File: config.mk
export PLATFORM = sky130hd
export DESIGN_NAME = button_conditioner_flat
export DESIGN_NICKNAME = d
export VERILOG_FILES = /design/src/rtl/button_conditioner_if.sv /design/src/rtl/button_conditioner.sv /design/src/flat_wrapper.sv
export SDC_FILE = /design/constraint.sdc
export NUM_CORES = 1
export LEC_CHECK = 0
export ABC_AREA = 1
export CAP_MARGIN = 20
export CORE_MARGIN = 5
export CORE_UTILIZATION = 38
export CTS_CLUSTER_DIAMETER = 30
export DETAILED_ROUTE_END_ITERATION = 8
export SKIP_CTS_REPAIR_TIMING = 1
export SLEW_MARGIN = 5
export SYNTH_ARGS = -nofsm -noshare
export SYNTH_HDL_FRONTEND = slang
export SYNTH_SLANG_ARGS = --single-unit
File: constraint.sdc
create_clock -name clock -period 5 [get_ports clock]
set_clock_uncertainty 0.15 [all_clocks]
set_input_delay 1 -clock clock [delete_from_list [all_inputs] [get_ports clock]]
set_output_delay 1 -clock clock [all_outputs]
set_load 0.01 [all_outputs]
File: src/rtl/button_conditioner_if.sv
// Button conditioner signal bundle: the raw button input plus the conditioned outputs.
// Ports: button_in (raw async input), level (debounced level), press/release_pulse/repeat_pulse (1-cycle events).
// release_pulse/repeat_pulse carry the release/repeat events; the bare words are SystemVerilog keywords.
interface button_conditioner_if;
  logic button_in;
  logic level;
  logic press;
  logic release_pulse;
  logic repeat_pulse;

  // master: whoever drives the raw button and consumes the events
  modport master (
    output button_in,
    input  level,
    input  press,
    input  release_pulse,
    input  repeat_pulse
  );

  // slave: the conditioner itself
  modport slave (
    input  button_in,
    output level,
    output press,
    output release_pulse,
    output repeat_pulse
  );
endinterface

File: src/rtl/button_conditioner.sv
// Conditions a raw async button into a debounced level plus press/release/auto-repeat pulses.
// Latency: SYNC_STAGES + DEBOUNCE_CYCLES edges from a stable input change to level/press/release.
// Ports: clock, reset (sync, active-high), btn (slave modport: button_in in; level/press/release_pulse/repeat_pulse out).
module button_conditioner #(
  parameter int SYNC_STAGES     = 2,       // >= 2
  parameter int DEBOUNCE_CYCLES = 250000,  // >= 1
  parameter int CNT_WIDTH       = 18,      // 2**CNT_WIDTH > DEBOUNCE_CYCLES
  parameter int REPEAT_DELAY    = 0,       // 0 disables auto-repeat
  parameter int REPEAT_PERIOD   = 0,       // 0 gives a single repeat pulse per press
  parameter int REP_WIDTH       = 24       // must exceed both repeat parameters
) (
  input  logic                 clock,
  input  logic                 reset,
  button_conditioner_if.slave  btn
);

  typedef enum logic [1:0] {
    STABLE_LOW  = 2'd0,
    CHECK_HIGH  = 2'd1,
    STABLE_HIGH = 2'd2,
    CHECK_LOW   = 2'd3
  } state_t;

  // A single stable sample is enough: skip the CHECK states entirely.
  localparam bit SINGLE_SAMPLE = (DEBOUNCE_CYCLES == 1);
  localparam logic [CNT_WIDTH-1:0] CNT_LAST = CNT_WIDTH'(DEBOUNCE_CYCLES - 1);

  localparam bit RPT_EN       = (REPEAT_DELAY != 0);
  localparam bit RPT_PERIODIC = (REPEAT_PERIOD != 0);
  localparam logic [REP_WIDTH-1:0] RPT_DELAY  = REP_WIDTH'(REPEAT_DELAY);
  // After a pulse the counter drops back by one period so the next hit on
  // RPT_DELAY lands exactly REPEAT_PERIOD cycles later. Assumes
  // REPEAT_PERIOD <= REPEAT_DELAY so the reload value is non-negative.
  localparam logic [REP_WIDTH-1:0] RPT_RELOAD = REP_WIDTH'(REPEAT_DELAY - REPEAT_PERIOD);
  localparam logic [REP_WIDTH-1:0] RPT_MAX    = {REP_WIDTH{1'b1}};

  // synchronizer
  logic [SYNC_STAGES-1:0] sync_ff;
  logic                   sync_q;

  // debounce FSM
  state_t               state, state_next;
  logic [CNT_WIDTH-1:0] cnt, cnt_next;

  // registered outputs and their next values
  logic level_q, press_q, release_q, repeat_q;
  logic level_next, press_next, release_next, repeat_next;

  // auto-repeat counter
  logic [REP_WIDTH-1:0] rc, rc_inc, rc_next;

  // Only the last synchronizer stage is ever looked at downstream.
  assign sync_q = sync_ff[SYNC_STAGES-1];

  //--------------------------------------------------------------------------
  // State registers
  //--------------------------------------------------------------------------
  always_ff @(posedge clock) begin
    if (reset) begin
      sync_ff   <= '0;
      state     <= STABLE_LOW;
      cnt       <= '0;
      rc        <= '0;
      level_q   <= 1'b0;
      press_q   <= 1'b0;
      release_q <= 1'b0;
      repeat_q  <= 1'b0;
    end else begin
      sync_ff   <= {sync_ff[SYNC_STAGES-2:0], btn.button_in};
      state     <= state_next;
      cnt       <= cnt_next;
      rc        <= rc_next;
      level_q   <= level_next;
      press_q   <= press_next;
      release_q <= release_next;
      repeat_q  <= repeat_next;
    end
  end

  //--------------------------------------------------------------------------
  // Debounce FSM: level flips only after DEBOUNCE_CYCLES consecutive
  // samples disagreeing with it; any agreeing sample aborts the check.
  //--------------------------------------------------------------------------
  always_comb begin
    state_next   = state;
    cnt_next     = cnt;
    level_next   = level_q;
    press_next   = 1'b0;
    release_next = 1'b0;

    case (state)
      STABLE_LOW: begin
        if (sync_q) begin
          if (SINGLE_SAMPLE) begin
            state_next = STABLE_HIGH;
            cnt_next   = '0;
            level_next = 1'b1;
            press_next = 1'b1;
          end else begin
            // this sample is the first of the run
            state_next = CHECK_HIGH;
            cnt_next   = CNT_WIDTH'(1);
          end
        end
      end

      CHECK_HIGH: begin
        if (!sync_q) begin
          state_next = STABLE_LOW;
          cnt_next   = '0;
        end else if (cnt == CNT_LAST) begin
          state_next = STABLE_HIGH;
          cnt_next   = '0;
          level_next = 1'b1;
          press_next = 1'b1;
        end else begin
          cnt_next = cnt + 1'b1;
        end
      end

      STABLE_HIGH: begin
        if (!sync_q) begin
          if (SINGLE_SAMPLE) begin
            state_next   = STABLE_LOW;
            cnt_next     = '0;
            level_next   = 1'b0;
            release_next = 1'b1;
          end else begin
            state_next = CHECK_LOW;
            cnt_next   = CNT_WIDTH'(1);
          end
        end
      end

      CHECK_LOW: begin
        if (sync_q) begin
          state_next = STABLE_HIGH;
          cnt_next   = '0;
        end else if (cnt == CNT_LAST) begin
          state_next   = STABLE_LOW;
          cnt_next     = '0;
          level_next   = 1'b0;
          release_next = 1'b1;
        end else begin
          cnt_next = cnt + 1'b1;
        end
      end

      default: begin
        state_next = STABLE_LOW;
        cnt_next   = '0;
        level_next = 1'b0;
      end
    endcase
  end

  //--------------------------------------------------------------------------
  // Auto-repeat: counts cycles since the press while level is high (a bounce
  // through CHECK_LOW keeps counting). Saturates rather than wrapping so a
  // single-shot repeat (no period) cannot fire a second time.
  //--------------------------------------------------------------------------
  always_comb begin
    rc_inc = (rc == RPT_MAX) ? rc : rc + 1'b1;

    // Press only happens while level is low, so it can never collide with a
    // repeat; release can, and wins.
    repeat_next = RPT_EN && level_q && !release_next && (rc_inc == RPT_DELAY);

    if (!level_q || release_next) begin
      // covers the press cycle too: level_q is still low then
      rc_next = '0;
    end else if (repeat_next && RPT_PERIODIC) begin
      rc_next = RPT_RELOAD;
    end else begin
      rc_next = rc_inc;
    end
  end

  assign btn.level         = level_q;
  assign btn.press         = press_q;
  assign btn.release_pulse = release_q;
  assign btn.repeat_pulse  = repeat_q;

endmodule

File: src/flat_wrapper.sv
// flat-port wrapper written by rule: the top's interface ports become plain ports
module button_conditioner_flat 
#(
  parameter int SYNC_STAGES     = 2,              
  parameter int DEBOUNCE_CYCLES = 250000,         
  parameter int CNT_WIDTH       = 18,                                       
  parameter int REPEAT_DELAY    = 0,                                
  parameter int REPEAT_PERIOD   = 0,                                                 
  parameter int REP_WIDTH       = 24                                            
)
  (clock, reset, btn_button_in, btn_level, btn_press, btn_release_pulse, btn_repeat_pulse);
  button_conditioner_if btn_i ();
  input  logic clock;
  input  logic reset;
  input wire logic [$bits(btn_i.button_in)-1:0] btn_button_in;
  output wire logic [$bits(btn_i.level)-1:0] btn_level;
  output wire logic [$bits(btn_i.press)-1:0] btn_press;
  output wire logic [$bits(btn_i.release_pulse)-1:0] btn_release_pulse;
  output wire logic [$bits(btn_i.repeat_pulse)-1:0] btn_repeat_pulse;
  assign btn_i.button_in = btn_button_in;
  assign btn_level = btn_i.level;
  assign btn_press = btn_i.press;
  assign btn_release_pulse = btn_i.release_pulse;
  assign btn_repeat_pulse = btn_i.repeat_pulse;
  button_conditioner #(.SYNC_STAGES(SYNC_STAGES), .DEBOUNCE_CYCLES(DEBOUNCE_CYCLES), .CNT_WIDTH(CNT_WIDTH), .REPEAT_DELAY(REPEAT_DELAY), .REPEAT_PERIOD(REPEAT_PERIOD), .REP_WIDTH(REP_WIDTH)) u_core (.clock(clock), .reset(reset), .btn(btn_i));
endmodule
==> reports/summary.txt, run 1 <==
Port Buffers: 5
CTS HTree Levels: 1
vias in the first global route: 1144
R2R Setup Slk: 3.14 ns
FF-to-FF Start: u_core.cnt[1]$_SDFFE_PP0P_
Clock Path Buffers: 2
Yosys top cell area share: 36.23%
max-cap violations: 0
Via density: 4.738
Final min period: 2.389 ns
Iter 0 DRT Violations: 57
Ys Warns: 0
prevailing post-synth register cell: dfxtp_1
hold crit path type: reg -> reg
sequential fraction of the synthesis area: 36.23%
f_max: 418.5 MHz
#FFs+latches synth: 25
antenna-violating nets left: 0
Critical Path AT: 2.47 ns
Hold Path Stages: 2
drt wl/cell: 11.10 um
Clock transition at path regs: 0.14 ns
First-pass DRT Iterations: 4
layout cells sized above 1: 6.047%
CTS Buf Count: 3
post-synthesis cell count: 211
asr flop ratio synth: 0%
Crit. End Element: flip-flop
final max-slew violation count: 0
via count: 1246
RSZ-0062 raised after global routing: no
final core occ: 40.94%
grt ovf: 0
Worst-Margin Slew: 0.7088 ns
Post-synth EDFFs: 0
CTS Root Cell: clkbuf_4
worst-path fanout max: 19
R2R cell count: 9
I/O pins: 7
count leader, synth: nand2_1
fin crit share: 47.79%
Worst Slack Setup Final: 2.611 ns
Max transition margin: 52.60%
gpl congestion: 0.8127
post-place setup slack: 2.246 ns
die width: 70.29 um
VDD IR max: 124.4 uV
WHS Endpoint: u_core.sync_ff[1]$_SDFF_PP0_
setup tns final: 0 ns
static leakage: 0.0005418 uW
Power Density: 212.6 nW/um^2
Final Hold Vio Count: 0
HP Start: u_core.sync_ff[0]$_SDFF_PP0_
endpoints failing setup: 0
nets: 220
Cell Rows: 22
top cells by area, synth: dfxtp_1 36%, nand2_1 18%, a21oi_1 6.5%
CP Launch Type: primary input
most frequent cells after synthesis: 67 x nand2_1, 25 x dfxtp_1, 23 x inv_1, 22 x nor2_1, 18 x a21oi_1
Avg Inst Size Synth: 6.547 um^2
Area Overhead vs Synth: 6.069%
WP data required: 5.08 ns
Distinct cells, synth: 24
largest net degree at the start of global routing: 20
clk_lat worst skew: 0.32 ns
hpwl dp: 2.120 mm
chip height: 70.29 um
Crit Path Category: in -> reg
outcome: completed
TritonCTS clock tree: done
Critical R2R Capture: u_core.cnt[16]$_SDFFE_PP0P_
GRT Overall Usage: 12.59%
initial antenna violation count: 0
ant diodes: 0
Core Box Area: 3578 um^2
synthesized cell area: 1381 um^2
DRC Markers: 0
Routed WL: 2.920 mm
largest area contributor in the synthesized netlist: dfxtp_1
die area: 4941 um^2
first-pass GRT wire length: 5.161 mm
syn nets: 215
worst hold slack: 0.2665 ns
starting density of the core: 38.60%
TritonCTS Sinks: 25
## cell type report
| cell class | count | area (um^2) |
|---|---|---|
| well taps | 48 | 60.06 |
| inverters | 25 | 93.84 |
| clock buffers | 4 | 26.28 |
| flip-flops and latches | 25 | 500.5 |
| repair buffers | 5 | 50.05 |
| multi-input cells | 156 | 734.5 |
| fillers | 395 | 2113 |
## sequential cells by signal, summed over array words and instances (netlist names), named ones only
register	cells
u_core.state	1
u_core.btn.level	1
u_core.sync_ff	2
u_core.cnt	18
u_core.btn.release_pulse	1
u_core.btn.press	1
## where the power goes
group | switching [uW] | internal (uW) | leakage [uW]
Clock | 59.1 | 31.2 | 0.0000150
Combinational | 13.5 | 4.82 | 0.000325
Sequential | 1.73 | 201 | 0.000202
Total | 74.3 | 237 | 0.000542
## per-stage QoR
step / cells / cell area (um^2) / power [uW]
3_3_place_gp: 259 / 1439 / 225.5
5_1_grt: 263 / 1465 / 328.8
3_5_place_dp: 259 / 1439 / 225.6
2_1_floorplan: 211 / 1381 / 223.6
4_1_cts: 263 / 1465 / 317.3
6_report: 263 / 1465 / 311.4
## cells in the final DEF (no fill, tap or decap)
cell	count
nand4_1	2
and3_1	2
clkdlybuf4s50_1	5
a21oi_4	1
or2_2	1
o21ai_0	6
inv_2	2
nand2_2	1
nor2_4	1
clkbuf_4	3
clkbuf_1	1
o21bai_1	5
a21oi_1	18
nand3b_1	1
inv_1	23
conb_1	1
dfxtp_1	25
nand3_1	17
nor2_2	4
nand2_1	67
nor3_1	1
ha_1	1
nor4_1	2
nor2_1	22
xor2_1	3
## critical path, stage by stage
cell and delay (ns):
clkdlybuf4s50_1 0.93, inv_1 0.29, and3_1 0.25
## logic make-up after synthesis
kind of cell / Yosys count / share of synthesized area (%)
xor+xnor: 3 / 1.903
buf+inv: 30 / 10.60
compound gates: 30 / 12.59
flops: 25 / 36.23
simple gates: 121 / 37.50
fa+ha+maj: 1 / 0.9057
other cells: 1 / 0.2715
## layer usage
metal	part of all wire (%)	wire length, um	GRT usage, %	vias up
met1	51	1493	15.91	551
met3	2.4	71	3.597	4
met5	0	0	0	-
met4	1.5	44	3.404	0
met2	45	1310	20.79	15
li1	-	-	-	676
## how the worst max path moves through the flow
stage / start / slack, ns / end
2_1_floorplan: reset / 3.37 / u_core.cnt[6]$_SDFFE_PP0P_
3_3_place_gp: reset / 2.27 / u_core.state[0]$_SDFFE_PP0P_
3_5_place_dp: reset / 2.25 / u_core.state[0]$_SDFFE_PP0P_
4_1_cts: reset / 2.60 / u_core.state[0]$_SDFFE_PP0P_
5_1_grt: reset / 2.56 / u_core.state[0]$_SDFFE_PP0P_
6_report: reset / 2.61 / u_core.state[0]$_SDFFE_PP0P_
(Power assumes the default switching activity.)
==> inputs of run 2 (changes only) <==
==> constraint.sdc (replaced) <==
create_clock -name clock -period 1.95 [get_ports clock]
set_clock_uncertainty 0.15 [all_clocks]
set_input_delay 0.39 -clock clock [delete_from_list [all_inputs] [get_ports clock]]
set_output_delay 0.39 -clock clock [all_outputs]
set_load 0.01 [all_outputs]
==> run 2 against run 1 <==
Effect of this change:
- largest power group unchanged
- sequential power grew to 2.6 times the previous value
- sequential share of layout area shrank 0.77 points
- count of clock-buffer cells in the layout shrank 1
- critical path type is now reg -> out
- largest cell class unchanged
==> reports/summary.txt, run 2 (synthesis results as in run 1) <==
outcome: completed
Via density: 4.838 (+2.1%)
biggest registers after layout: u_core.cnt: 18 flops, u_core.sync_ff: 2 flops
GRT Overall Usage: 12.47% (-0.12 points)
vias in the first global route: 1123 (-1.8%)
setup tns final: 0 ns (unchanged)
fin crit share: 91.13%
TritonCTS clock tree: done
via count: 1282 (+2.9%)
first-pass GRT wire length: 5.064 mm (-1.9%)
most frequent cells in the layout: 67 x nand2_1, 25 x dfxtp_1, 23 x inv_1, 21 x nor2_1, 18 x a21oi_1
slowest stage cell, crit path: clkdlybuf4s50_1
grt ovf: 0 (unchanged)
Clock Path Buffers: 2 (unchanged)
WHS Endpoint: u_core.sync_ff[1]$_SDFF_PP0_
Routed WL: 2.924 mm (+0.14%)
die area: 4941 um^2 (unchanged)
Core Box Area: 3578 um^2 (unchanged)
CTS Root Cell: clkbuf_4
VDD IR max: 366.8 uV (+190%)
stages on the worst setup path: 1 (-2)
Area Overhead vs Synth: 8.515%
chip height: 70.29 um (unchanged)
R2R cell count: 9 (unchanged)
CP Launch Type: flip-flop
Fillers: 406 (+2.8%)
Cell Rows: 22 (unchanged)
hold crit path type: reg -> reg
Crit Path Category: reg -> out
Reg with most FFs: u_core.cnt
met3 Usage GRT: 2.158% (-1.4 points)
gpl congestion: 0.8896 (+9.5%)
drt wl/cell: 11.03 um (-0.62%)
CTS HTree Levels: 1 (unchanged)
starting density of the core: 38.60% (unchanged)
Critical R2R Capture: u_core.state[0]$_SDFFE_PP0P_
Most Used Layer, Global Route: met2
hpwl dp: 2.095 mm (-1.2%)
endpoints failing setup: 0 (unchanged)
HP Start: u_core.sync_ff[0]$_SDFF_PP0_
die width: 70.29 um (unchanged)
Worst path max stage delay: 0.53 ns (-0.40 ns)
number of flip-flops in the largest register: 18 (unchanged)
most common cell after layout, fill and taps aside: nand2_1
Crit. End Element: primary output
TritonCTS Sinks: 25 (unchanged)
Clock transition at path regs: 0.15 ns (about the same)
max-cap violations: 0 (unchanged)
largest net degree at the start of global routing: 19 (-5.0%)
RSZ-0062 raised after global routing: no
met1 Resource Use GR: 16.00% (+0.087 points)
antenna-violating nets left: 0 (unchanged)
placed instance count: 260 (+0.39%)
post-route insts no fill: 265 (+0.76%)
Critical Path AT: 1.24 ns (-1.23 ns)
clk_lat worst skew: 0.33 ns (about the same)
Final Hold Vio Count: 0 (unchanged)
initial antenna violation count: 0 (unchanged)
ant diodes: 0 (unchanged)
FF-to-FF Start: u_core.cnt[1]$_SDFFE_PP0P_
grt met2 use: 20.48% (-0.31 points)
nets: 222 (+0.91%)
final max-slew violation count: 0 (unchanged)
WP data required: 1.41 ns (-3.67 ns)
Port Buffers: 5 (unchanged)
I/O pins: 7 (unchanged)
worst-path fanout max: 2 (-17)
static leakage: 0.0005536 uW (+2.2%)
Final min period: 1.777 ns
delay-heaviest family, CP: buffers and inverters
Power Density: 547.3 nW/um^2 (+160%)
worst-path cell chain: clkdlybuf4s50_1
buffers and inverters on the worst path: 1 (-1)
First-pass DRT Iterations: 4 (unchanged)
layout cells sized above 1: 7.834% (+1.8 points)
CTS Buf Count: 3 (unchanged)
f_max: 562.7 MHz
Hold Path Stages: 2 (unchanged)
R2R Setup Slk: 0.19 ns (-2.95 ns)
Iter 0 DRT Violations: 44 (-23%)
DRC Markers: 0 (unchanged)
run 2: how the worst max path moves through the flow:
stage,end,startpoint,slack (ns)
6_report,btn_level,u_core.btn.level$_SDFFE_PP0P_,0.17
5_1_grt,u_core.cnt[16]$_SDFFE_PP0P_,u_core.cnt[1]$_SDFFE_PP0P_,0.03
4_1_cts,u_core.cnt[10]$_SDFFE_PP0P_,u_core.cnt[1]$_SDFFE_PP0P_,0.12
3_5_place_dp,u_core.cnt[10]$_SDFFE_PP0P_,u_core.cnt[1]$_SDFFE_PP0P_,0.18
3_3_place_gp,u_core.cnt[10]$_SDFFE_PP0P_,u_core.cnt[1]$_SDFFE_PP0P_,0.22
2_1_floorplan,u_core.state[0]$_SDFFE_PP0P_,u_core.cnt[1]$_SDFFE_PP0P_,0.40
run 2: stage by stage:
step / hold WS, ns / area, um^2 / worst slack, ns / power [uW] / util, %
final: 0.2696 / 1499 / 0.1730 / 820.4 / 41.89
after global routing: 0.3240 / 1499 / 0.02556 / 864.3 / 41.89
after CTS: 0.2736 / 1476 / 0.1156 / 835.8 / 41.26
after detailed placement: 0.2518 / 1446 / 0.1756 / 580.9 / 40.42
after global placement: 0.2475 / 1446 / 0.2211 / 581.0 / 40.42
after floorplan: 0.2383 / 1381 / 0.3974 / 573.4 / -
run 2: tightest hold or removal path, delay by kind of cell (launching register included):
kind | cells | cell delay, ns
DFF | 1 | 0.33
buffers and inverters | 1 | 0.04
and+or+nand+nor | 1 | 0.03
run 2: power by group:
| group | leakage [uW] | switching [uW] | internal [uW] |
|---|---|---|---|
| Sequential | 0.000202 | 4.08 | 516 |
| Combinational | 0.000338 | 35.5 | 14.7 |
| Clock | 0.0000139 | 171 | 78.6 |
| Total | 0.000554 | 211 | 609 |
run 2: metal layers:
metal  share of wire [%]  vias to the layer above
met4                 1.9                        0
li1                    -                      685
met1                  49                      578
met3                 3.3                        5
met5                   0                        -
met2                  46                       14
run 2: final cells by class:
cell class                      instances  area (um^2)  area share [%]
Sequential cell                        25        500.5           33.39
Multi-Input combinational cell        156        737.0           49.17
Clock inverter                          1        7.507          0.5008
Timing Repair Buffer                    7        77.57           5.175
Inverter                               25        93.84           6.260
Tap cell                               48        60.06           4.007
Clock buffer                            3        22.52           1.503
